File: config.mk
export PLATFORM = sky130hd
export DESIGN_NAME = oam_dma
export DESIGN_NICKNAME = d
export VERILOG_FILES = /design/src/rtl/gb_dma_pkg.sv /design/src/rtl/dma_reg.sv /design/src/rtl/oam_dma.sv
export SDC_FILE = /design/constraint.sdc
export NUM_CORES = 1
export LEC_CHECK = 0
export CAP_MARGIN = 20
export CORE_ASPECT_RATIO = 1.4
export CORE_UTILIZATION = 43
export CTS_CLUSTER_SIZE = 24
export DETAILED_ROUTE_END_ITERATION = 10
export PLACE_DENSITY = 0.8
export SLEW_MARGIN = 10
export SYNTH_ARGS = -nofsm -noshare
export SYNTH_HDL_FRONTEND = slang
export SYNTH_SLANG_ARGS = --single-unit
File: constraint.sdc
create_clock -name clockgb -period 2.6 [get_ports clockgb]
set_input_delay 0.39 -clock clockgb [delete_from_list [all_inputs] [get_ports clockgb]]
set_output_delay 0.39 -clock clockgb [all_outputs]
set_load 0.02 [all_outputs]
File: src/rtl/gb_dma_pkg.sv
// Shared constants and types for the OAM DMA engine.
package gb_dma_pkg;

  localparam logic [15:0] DMA_REG_ADDR     = 16'hFF46;
  localparam logic [15:0] OAM_BASE         = 16'hFE00;
  localparam int          DMA_LENGTH       = 160;
  // Source memory returns read data this many cycles after the read strobe.
  // The WAIT0/WAIT1 states cover exactly this latency.
  localparam int          DMA_READ_LATENCY = 2;

  typedef enum logic [2:0] {
    ST_IDLE  = 3'd0,
    ST_READ  = 3'd1,
    ST_WAIT0 = 3'd2,
    ST_WAIT1 = 3'd3,
    ST_WRITE = 3'd4
  } dma_state_e;

  // Echo RAM (E0-FF) aliases the work RAM 8 KiB below it.
  function automatic logic [7:0] echo_map(input logic [7:0] hi);
    return (hi >= 8'hE0) ? (hi - 8'h20) : hi;
  endfunction

endpackage

File: src/rtl/dma_reg.sv
// CPU-visible DMA source register: decode, write latch and readback.
module dma_reg
  import gb_dma_pkg::*;
#(
  parameter logic [15:0] REG_ADDR = DMA_REG_ADDR
) (
  input  logic        clockgb,
  input  logic        reset,
  input  logic [15:0] address,
  input  logic [7:0]  indata,
  input  logic        load,
  input  logic        store,
  output logic [7:0]  outdata,
  output logic [7:0]  src_hi,
  output logic        wr_hit
);

  logic sel;

  assign sel    = (address == REG_ADDR);
  assign wr_hit = store && sel;
  // Readback comes from the flop, so a same-cycle store shows the old value.
  assign outdata = (load && sel) ? src_hi : 8'h00;

  // Latch the source high byte on a register write.
  always_ff @(posedge clockgb) begin
    if (reset)       src_hi <= 8'h00;
    else if (wr_hit) src_hi <= indata;
  end

endmodule

File: src/rtl/oam_dma.sv
// OAM DMA engine: copies LENGTH bytes from {src,00..} to DEST_BASE,
// one byte every 4 cycles (read, two latency waits, write).
module oam_dma
  import gb_dma_pkg::*;
#(
  parameter logic [15:0] REG_ADDR  = DMA_REG_ADDR,
  parameter logic [15:0] DEST_BASE = OAM_BASE,
  parameter int          LENGTH    = DMA_LENGTH
) (
  input  logic        clockgb,
  input  logic        reset,
  input  logic [15:0] address,
  input  logic [7:0]  indata,
  output logic [7:0]  outdata,
  input  logic        load,
  input  logic        store,
  output logic [15:0] dma_address,
  output logic [7:0]  dma_outdata,
  input  logic [7:0]  dma_indata,
  output logic        dma_load,
  output logic        dma_store,
  output logic        dma_active
);

  localparam logic [7:0] LAST_IDX = 8'(LENGTH - 1);

  logic [7:0] src_hi;
  logic [7:0] src_eff;
  logic       wr_hit;
  dma_state_e state;
  logic [7:0] index;
  logic [7:0] data_q;

  dma_reg #(.REG_ADDR(REG_ADDR)) u_reg (
    .clockgb (clockgb),
    .reset   (reset),
    .address (address),
    .indata  (indata),
    .load    (load),
    .store   (store),
    .outdata (outdata),
    .src_hi  (src_hi),
    .wr_hit  (wr_hit)
  );

  assign src_eff = echo_map(src_hi);

  // Sequencer: a register write always (re)starts from byte 0, dropping
  // whatever byte was in flight.
  always_ff @(posedge clockgb) begin
    if (reset) begin
      state  <= ST_IDLE;
      index  <= 8'h00;
      data_q <= 8'h00;
    end else if (wr_hit) begin
      state <= ST_READ;
      index <= 8'h00;
    end else begin
      case (state)
        ST_IDLE:  state <= ST_IDLE;
        ST_READ:  state <= ST_WAIT0;
        ST_WAIT0: state <= ST_WAIT1;
        ST_WAIT1: begin
          data_q <= dma_indata;
          state  <= ST_WRITE;
        end
        ST_WRITE: begin
          if (index == LAST_IDX) begin
            state <= ST_IDLE;
          end else begin
            index <= index + 8'd1;
            state <= ST_READ;
          end
        end
        default:  state <= ST_IDLE;
      endcase
    end
  end

  // Initiator bus drive. The write strobe is suppressed when a restart or
  // reset lands on the WRITE cycle so the abandoned byte never reaches OAM.
  always_comb begin
    dma_load    = 1'b0;
    dma_store   = 1'b0;
    dma_address = 16'h0000;
    dma_outdata = 8'h00;
    dma_active  = (state != ST_IDLE);
    case (state)
      ST_READ: begin
        dma_load    = 1'b1;
        dma_address = {src_eff, index};
      end
      ST_WRITE: begin
        dma_store   = !wr_hit && !reset;
        dma_address = DEST_BASE + {8'h00, index};
        dma_outdata = data_q;
      end
      default: ;
    endcase
  end

endmodule

==> impl_metrics.csv, run 1 <==
group,metric,value,unit
status,run_status,"finished, final reports clean",
logic_synthesis,syn-num-nets,260,
timing,holdWs,475,ps
power_and_ir_drop,p_seq_share,54.9,%
power_and_ir_drop,power.density,288,mW/mm²
setup_path,critPathRequiredTime,2210,ps
cts,cts_sinks,27,
drt,avgRoutedWirePerCell,13.1,µm
drt,vias,1929,
cts,cts_tree,"yes",
global_route,grt-ovfl-total,0,
timing,tightest_slew,660,ps
power_and_ir_drop,combPwrFrac,12.4,%
setup_path,crit_path_start_kind,"input pin",
global_route,track_usage,21.8,%
place,dpl.hpwl,3480,µm
logic_synthesis,yosys-top-cells-area,"dfxtp_1, mux2i_1, nand2_1, nor2_1, o21ai_2",
drt,drtIter0Drc,61,
power_and_ir_drop,internal_power,0.579,mW
power_and_ir_drop,p_switching,0.173,mW
hold_path,hold_path.class,"flip-flop to flip-flop",
logic_synthesis,yosys_warnings,0,
timing,finalCritPeriodShare,97.0,%
logic_synthesis,synth.avg_cell_area,7.84,µm²
timing,slew_violations,0,
logic_synthesis,ys_types,40,
finish,layout_common_cells,"clkdlybuf4s50_1, dfxtp_1, nand2_1, buf_4, nor2_1",
finish,nets,341,
power_and_ir_drop,power,0.752,mW
global_route,grt_max_degree,26,
cts,clkTransAtPathRegs,90,ps
place,portBuffers,70,
finish,diodes,0,
die,die-area,0.00431,mm²
timing,grt_setup_unrepaired,"false",
setup_path,worstPathArrival,2130,ps
die,core.rowCount,27,
power_and_ir_drop,switching_share,23.0,%
cts,holdBufCountCts,0,
timing,period_minus_slack,2520,ps
place,place.gp.congestion,0.836,
logic_synthesis,ys_dominant_reg_cell,"dfxtp_1",
die,die_w,55.8,µm
setup_path,crit_path_max_fanout,4,
die,start_util,44.4,%
timing,slew_headroom,55.8,%
global_route,antenna_found_initial,0,
power_and_ir_drop,power.leakage,0.932,nW
logic_synthesis,yosys.area.top_type,"dfxtp_1",
timing,max_freq,397,MHz
logic_synthesis,async_flop_share,0,%
die,ioPinCount,71,
setup_path,critPathCaptureType,"output port",
timing,finClkSkew,4.38,ps
cts,htreeDepth,1,
cts,cts_inserted_buffers,3,
cts,clockBufferDepth,2,
setup_path,crit_type,"input pin to output port",
drt,ant_nets,0,
drt,vias_per_cell,5.59,
power_and_ir_drop,vdd_drop_max,0.244,mV
logic_synthesis,yosysSeqAreaShare,31.1,%
logic_synthesis,syn_inst,222,
logic_synthesis,synth-seq-cells,27,
finish,synthToLayoutAreaGrowth,49.9,%
logic_synthesis,yosysTopAreaCellShare,31.1,%
finish,final_common_cell,"clkdlybuf4s50_1",
global_route,first_global_vias,1773,
timing,setup_tns,0,ps
finish,fillers,373,
timing,final-setup-viol-count,0,
place,pre_cts_ws,-687,ps
die,dieHeight,77.3,µm
power_and_ir_drop,p_clk_share,32.6,%
global_route,grt_pass1_wl,7590,µm
timing,setup_slack,77.9,ps
drt,dr.pass1.iters,4,
timing,hold_violations,0,
drt,post-route-drc-count,0,
job,cap_violations,0,
finish,drive_above_1_share,17.2,%
drt,drt_wl_total,4520,µm
cts,cts_root_buf,"clkbuf_8",
cts,clk_latency,280,ps
logic_synthesis,synth-edff-count,0,
die,core_area,0.00392,mm²
logic_synthesis,netlist_area,0.00174,mm²
==> path summary, 6_finish.rpt <==
kind	from	endpoint	slack, ps	cells past startpoint
worst max-delay path	address[4]	dma_store	80	7
worst min-delay path	u_reg.src_hi[2]	u_reg.src_hi[2]	480	2
worst max register to register	state[2]	index[4]	700	5
worst min register to register	u_reg.src_hi[2]	u_reg.src_hi[2]	480	2
==> sequential cells by signal, summed over array words and instances, names as in the netlist <==
name	flops
data_q	8
u_reg.src_hi	8
index	8
state	3
==> final cells by class <==
type / count / area, µm² / share of cell area [%]
tap: 43 / 53.8 / 2.06
clock inverter: 1 / 5.00 / 0.192
clock buffer: 3 / 41.3 / 1.58
sequential: 27 / 541 / 20.7
inverter: 15 / 56.3 / 2.16
timing repair buffer: 90 / 821 / 31.5
multi-input combinational: 166 / 1090 / 41.8
==> layer usage <==
metal / wire (µm) / track usage [%] / vias to the layer above
met5: 0 / 0 / -
met4: 80 / 9.50 / 0
met2: 2470 / 41.1 / 56
met1: 1770 / 23.1 / 923
met3: 201 / 3.71 / 7
li1: - / - / 943
==> critical path, stage by stage <==
cell	delay (ps)
dlygate4sd2_1	240
or4b_4	530
or4_4	470
buf_6	150
o21ai_4	150
nor2_2	70
buf_6	130
==> repair_timing <==
item                                    in CTS  in global routing
endpoints found under the hold margin        0                  0
gates resized for setup                     53                  0
endpoints found under the setup margin       9                  0
setup buffers                                1                  0
==> power groups by stage <==
stage | clock network (mW) | logic, mW | registers, mW
3_3_place_gp | 0 | 0.0922 | 0.423
3_5_place_dp | 0 | 0.0933 | 0.423
6_report | 0.245 | 0.0935 | 0.413
5_1_grt | 0.265 | 0.100 | 0.413
4_1_cts | 0.248 | 0.0935 | 0.413
2_1_floorplan | 0 | 0.0272 | 0.423
==> stage by stage <==
| stage | cells | util [%] | area (µm²) |
|---|---|---|---|
| 6_report | 345 | 66.6 | 2610 |
| 5_1_grt | 345 | 66.6 | 2610 |
| 3_3_place_gp | 340 | 65.5 | 2570 |
| 2_1_floorplan | 222 | - | 1740 |
| 3_5_place_dp | 340 | 65.5 | 2570 |
| 4_1_cts | 345 | 66.6 | 2610 |
==> synthesized netlist by cell type, types with 8 or more instances <==
cell type and n:
dfxtp_1 27, nand2_1 24, nor2_1 21, nand3_1 15, inv_1 13, a21oi_1 10, mux2i_1 10, nor3b_1 10
clkbuf_1 9, nor4_1 9, o21ai_2 9, a32oi_1 8
==> cell families after synthesis <==
family	share of synthesized area, %
xor+xnor	3.52
compound gates	13.2
buf+inv	7.26
simple gates	37.8
flops	31.1
fa+ha+maj	1.44
mux	5.75
(Power assumes the default switching activity.)
==> inputs of run 2 (changes only) <==
--- a/config.mk
+++ b/config.mk
@@ -11,6 +11,7 @@
 export CTS_CLUSTER_SIZE = 24
 export DETAILED_ROUTE_END_ITERATION = 10
 export PLACE_DENSITY = 0.8
+export SKIP_CTS_REPAIR_TIMING = 1
 export SLEW_MARGIN = 10
 export SYNTH_ARGS = -nofsm -noshare
 export SYNTH_HDL_FRONTEND = slang
==> run 2 against run 1 <==
  * Clock power barely moved
  * Worst setup slack improved by 32 ps
  * Critical path type unchanged
  * Die area did not move
  * Clock-buffer cell count did not move
==> impl_metrics.csv, run 2 (same netlist as run 1, synthesis figures left out) <==
group,metric,value,unit
timing,period_minus_slack,2490,ps
setup_path,critPathCaptureType,"output port",
setup_path,path_cells,"clkdlybuf4s50_1 > nand4_1 > or4_4 > nor2_4 > and2_1 > clkbuf_2",
cts,cts_tree,"yes",
finish,utilization,66.6,%
finish,final_common_cell,"clkdlybuf4s50_1",
drt,drt_wl_total,4500,µm
die,dieHeight,77.3,µm
setup_path,crit_path_start_kind,"input pin",
power_and_ir_drop,power.density,288,mW/mm²
timing,max_freq,402,MHz
global_route,first_global_vias,1773,
timing,setup_tns,0,ps
place,place.gp.congestion,0.836,
die,core.rowCount,27,
setup_path,crit_path_max_fanout,6,
place,dpl.hpwl,3480,µm
setup_path,rr_worst_depth,5,
cts,htreeDepth,1,
place,postPlaceCellArea,0.00257,mm²
finish,largest_registers,"data_q x8, index x8, u_reg.src_hi x8",
setup_path,reg2reg_to,"index[4]",
setup_path,r2r_slack,700,ps
setup_path,critPathRequiredTime,2210,ps
setup_path,crit_type,"input pin to output port",
cts,cts_inserted_buffers,3,
timing,setup_slack,110,ps
timing,grt_setup_unrepaired,"false",
setup_path,worstPathArrival,2100,ps
power_and_ir_drop,vdd_drop_max,0.241,mV
cts,clkTransAtPathRegs,90,ps
die,start_util,44.4,%
die,core_area,0.00392,mm²
setup_path,slowest_delay,600,ps
drt,avgRoutedWirePerCell,13.1,µm
setup_path,reg2reg_from,"state[2]",
die,die_w,55.8,µm
global_route,grt-ovfl-total,0,
cts,cts_sinks,27,
cts,clockBufferDepth,2,
drt,post-route-drc-count,0,
finish,diodes,0,
finish,nets,340,
place,portBuffers,70,
cts,clk_latency,280,ps
timing,finClkSkew,6.62,ps
status,run_status,"finished, final reports clean",
timing,finalCritPeriodShare,95.8,%
finish,synthToLayoutAreaGrowth,50.0,%
die,die-area,0.00431,mm²
job,cap_violations,0,
global_route,grt_pass1_wl,7490,µm
timing,slew_headroom,56.2,%
power_and_ir_drop,power.leakage,0.953,nW
setup_path,critPathLaunch,"address[10]",
timing,slew_violations,0,
cts,cts_root_buf,"clkbuf_8",
timing,tightest_slew,654,ps
timing,final-setup-viol-count,0,
hold_path,hold_path.class,"flip-flop to flip-flop",
finish,layout_common_cells,"clkdlybuf4s50_1, dfxtp_1, nand2_1, nor2_1, buf_4",
finish,drive_above_1_share,17.3,%
setup_path,worst_path_max_delay_cell,"or4_4",
finish,final_area,0.00261,mm²
setup_path,cp-endpoint,"outdata[4]",
place,pre_cts_ws,-687,ps
global_route,antenna_found_initial,0,
global_route,track_usage,21.5,%
drt,vias_per_cell,5.54,
timing,hold_violations,0,
die,ioPinCount,71,
drt,dr.pass1.iters,4,
drt,vias,1905,
drt,drtIter0Drc,58,
global_route,grt_max_degree,26,
drt,ant_nets,0,
## run 2: cell types whose count changed in the layout (fill, tap and decap cells not counted), sizes merged
cell / before / now
buf: 29 / 21
clkbuf: 3 / 10
dlygate4sd2: 4 / 0
dlymetal6s2s: 0 / 4
## run 2: layer usage
metal	global-route usage [%]	vias to the layer above	wire length (µm)
li1	-	938	-
met1	22.5	906	1770
met2	40.5	54	2460
met3	3.88	7	195
met4	10.0	0	76
met5	0	-	0
## run 2: cell type report
type / instances / area (µm²)
fill: 369 / 1310
multi-input combinational: 166 / 1090
timing repair buffer: 89 / 821
sequential: 27 / 541
inverter: 15 / 56.3
tap: 43 / 53.8
clock buffer: 3 / 41.3
clock inverter: 1 / 5.00
## run 2: metrics by stage
stage | power, mW | hold WS, ps | std cells
6_report | 0.752 | 477 | 344
5_1_grt | 0.779 | 498 | 344
4_1_cts | 0.755 | 479 | 344
3_5_place_dp | 0.516 | 467 | 340
3_3_place_gp | 0.515 | 461 | 340
2_1_floorplan | 0.450 | 443 | 222
## run 2: power breakdown
part,leakage (nW),internal [mW],switching [mW]
clock network,0.0255,0.108,0.137
logic,0.710,0.0587,0.0351
registers,0.217,0.413,0.00000306
## run 2: worst min path at each step
stage | from | slack (ps) | to | cells past startpoint
finish | u_reg.src_hi[2] | 480 | u_reg.src_hi[2] | 2
global route | u_reg.src_hi[2] | 500 | u_reg.src_hi[2] | 2
CTS | u_reg.src_hi[2] | 480 | u_reg.src_hi[2] | 2
detailed placement | u_reg.src_hi[4] | 470 | u_reg.src_hi[4] | 2
global placement | u_reg.src_hi[4] | 460 | u_reg.src_hi[4] | 2
floorplan | u_reg.src_hi[0] | 440 | u_reg.src_hi[0] | 2
## run 2: worst max-delay path: cells and delay by family
kind,cells,cell delay (ps)
and+or+nand+nor,4,1070
buffers and inverters,2,640
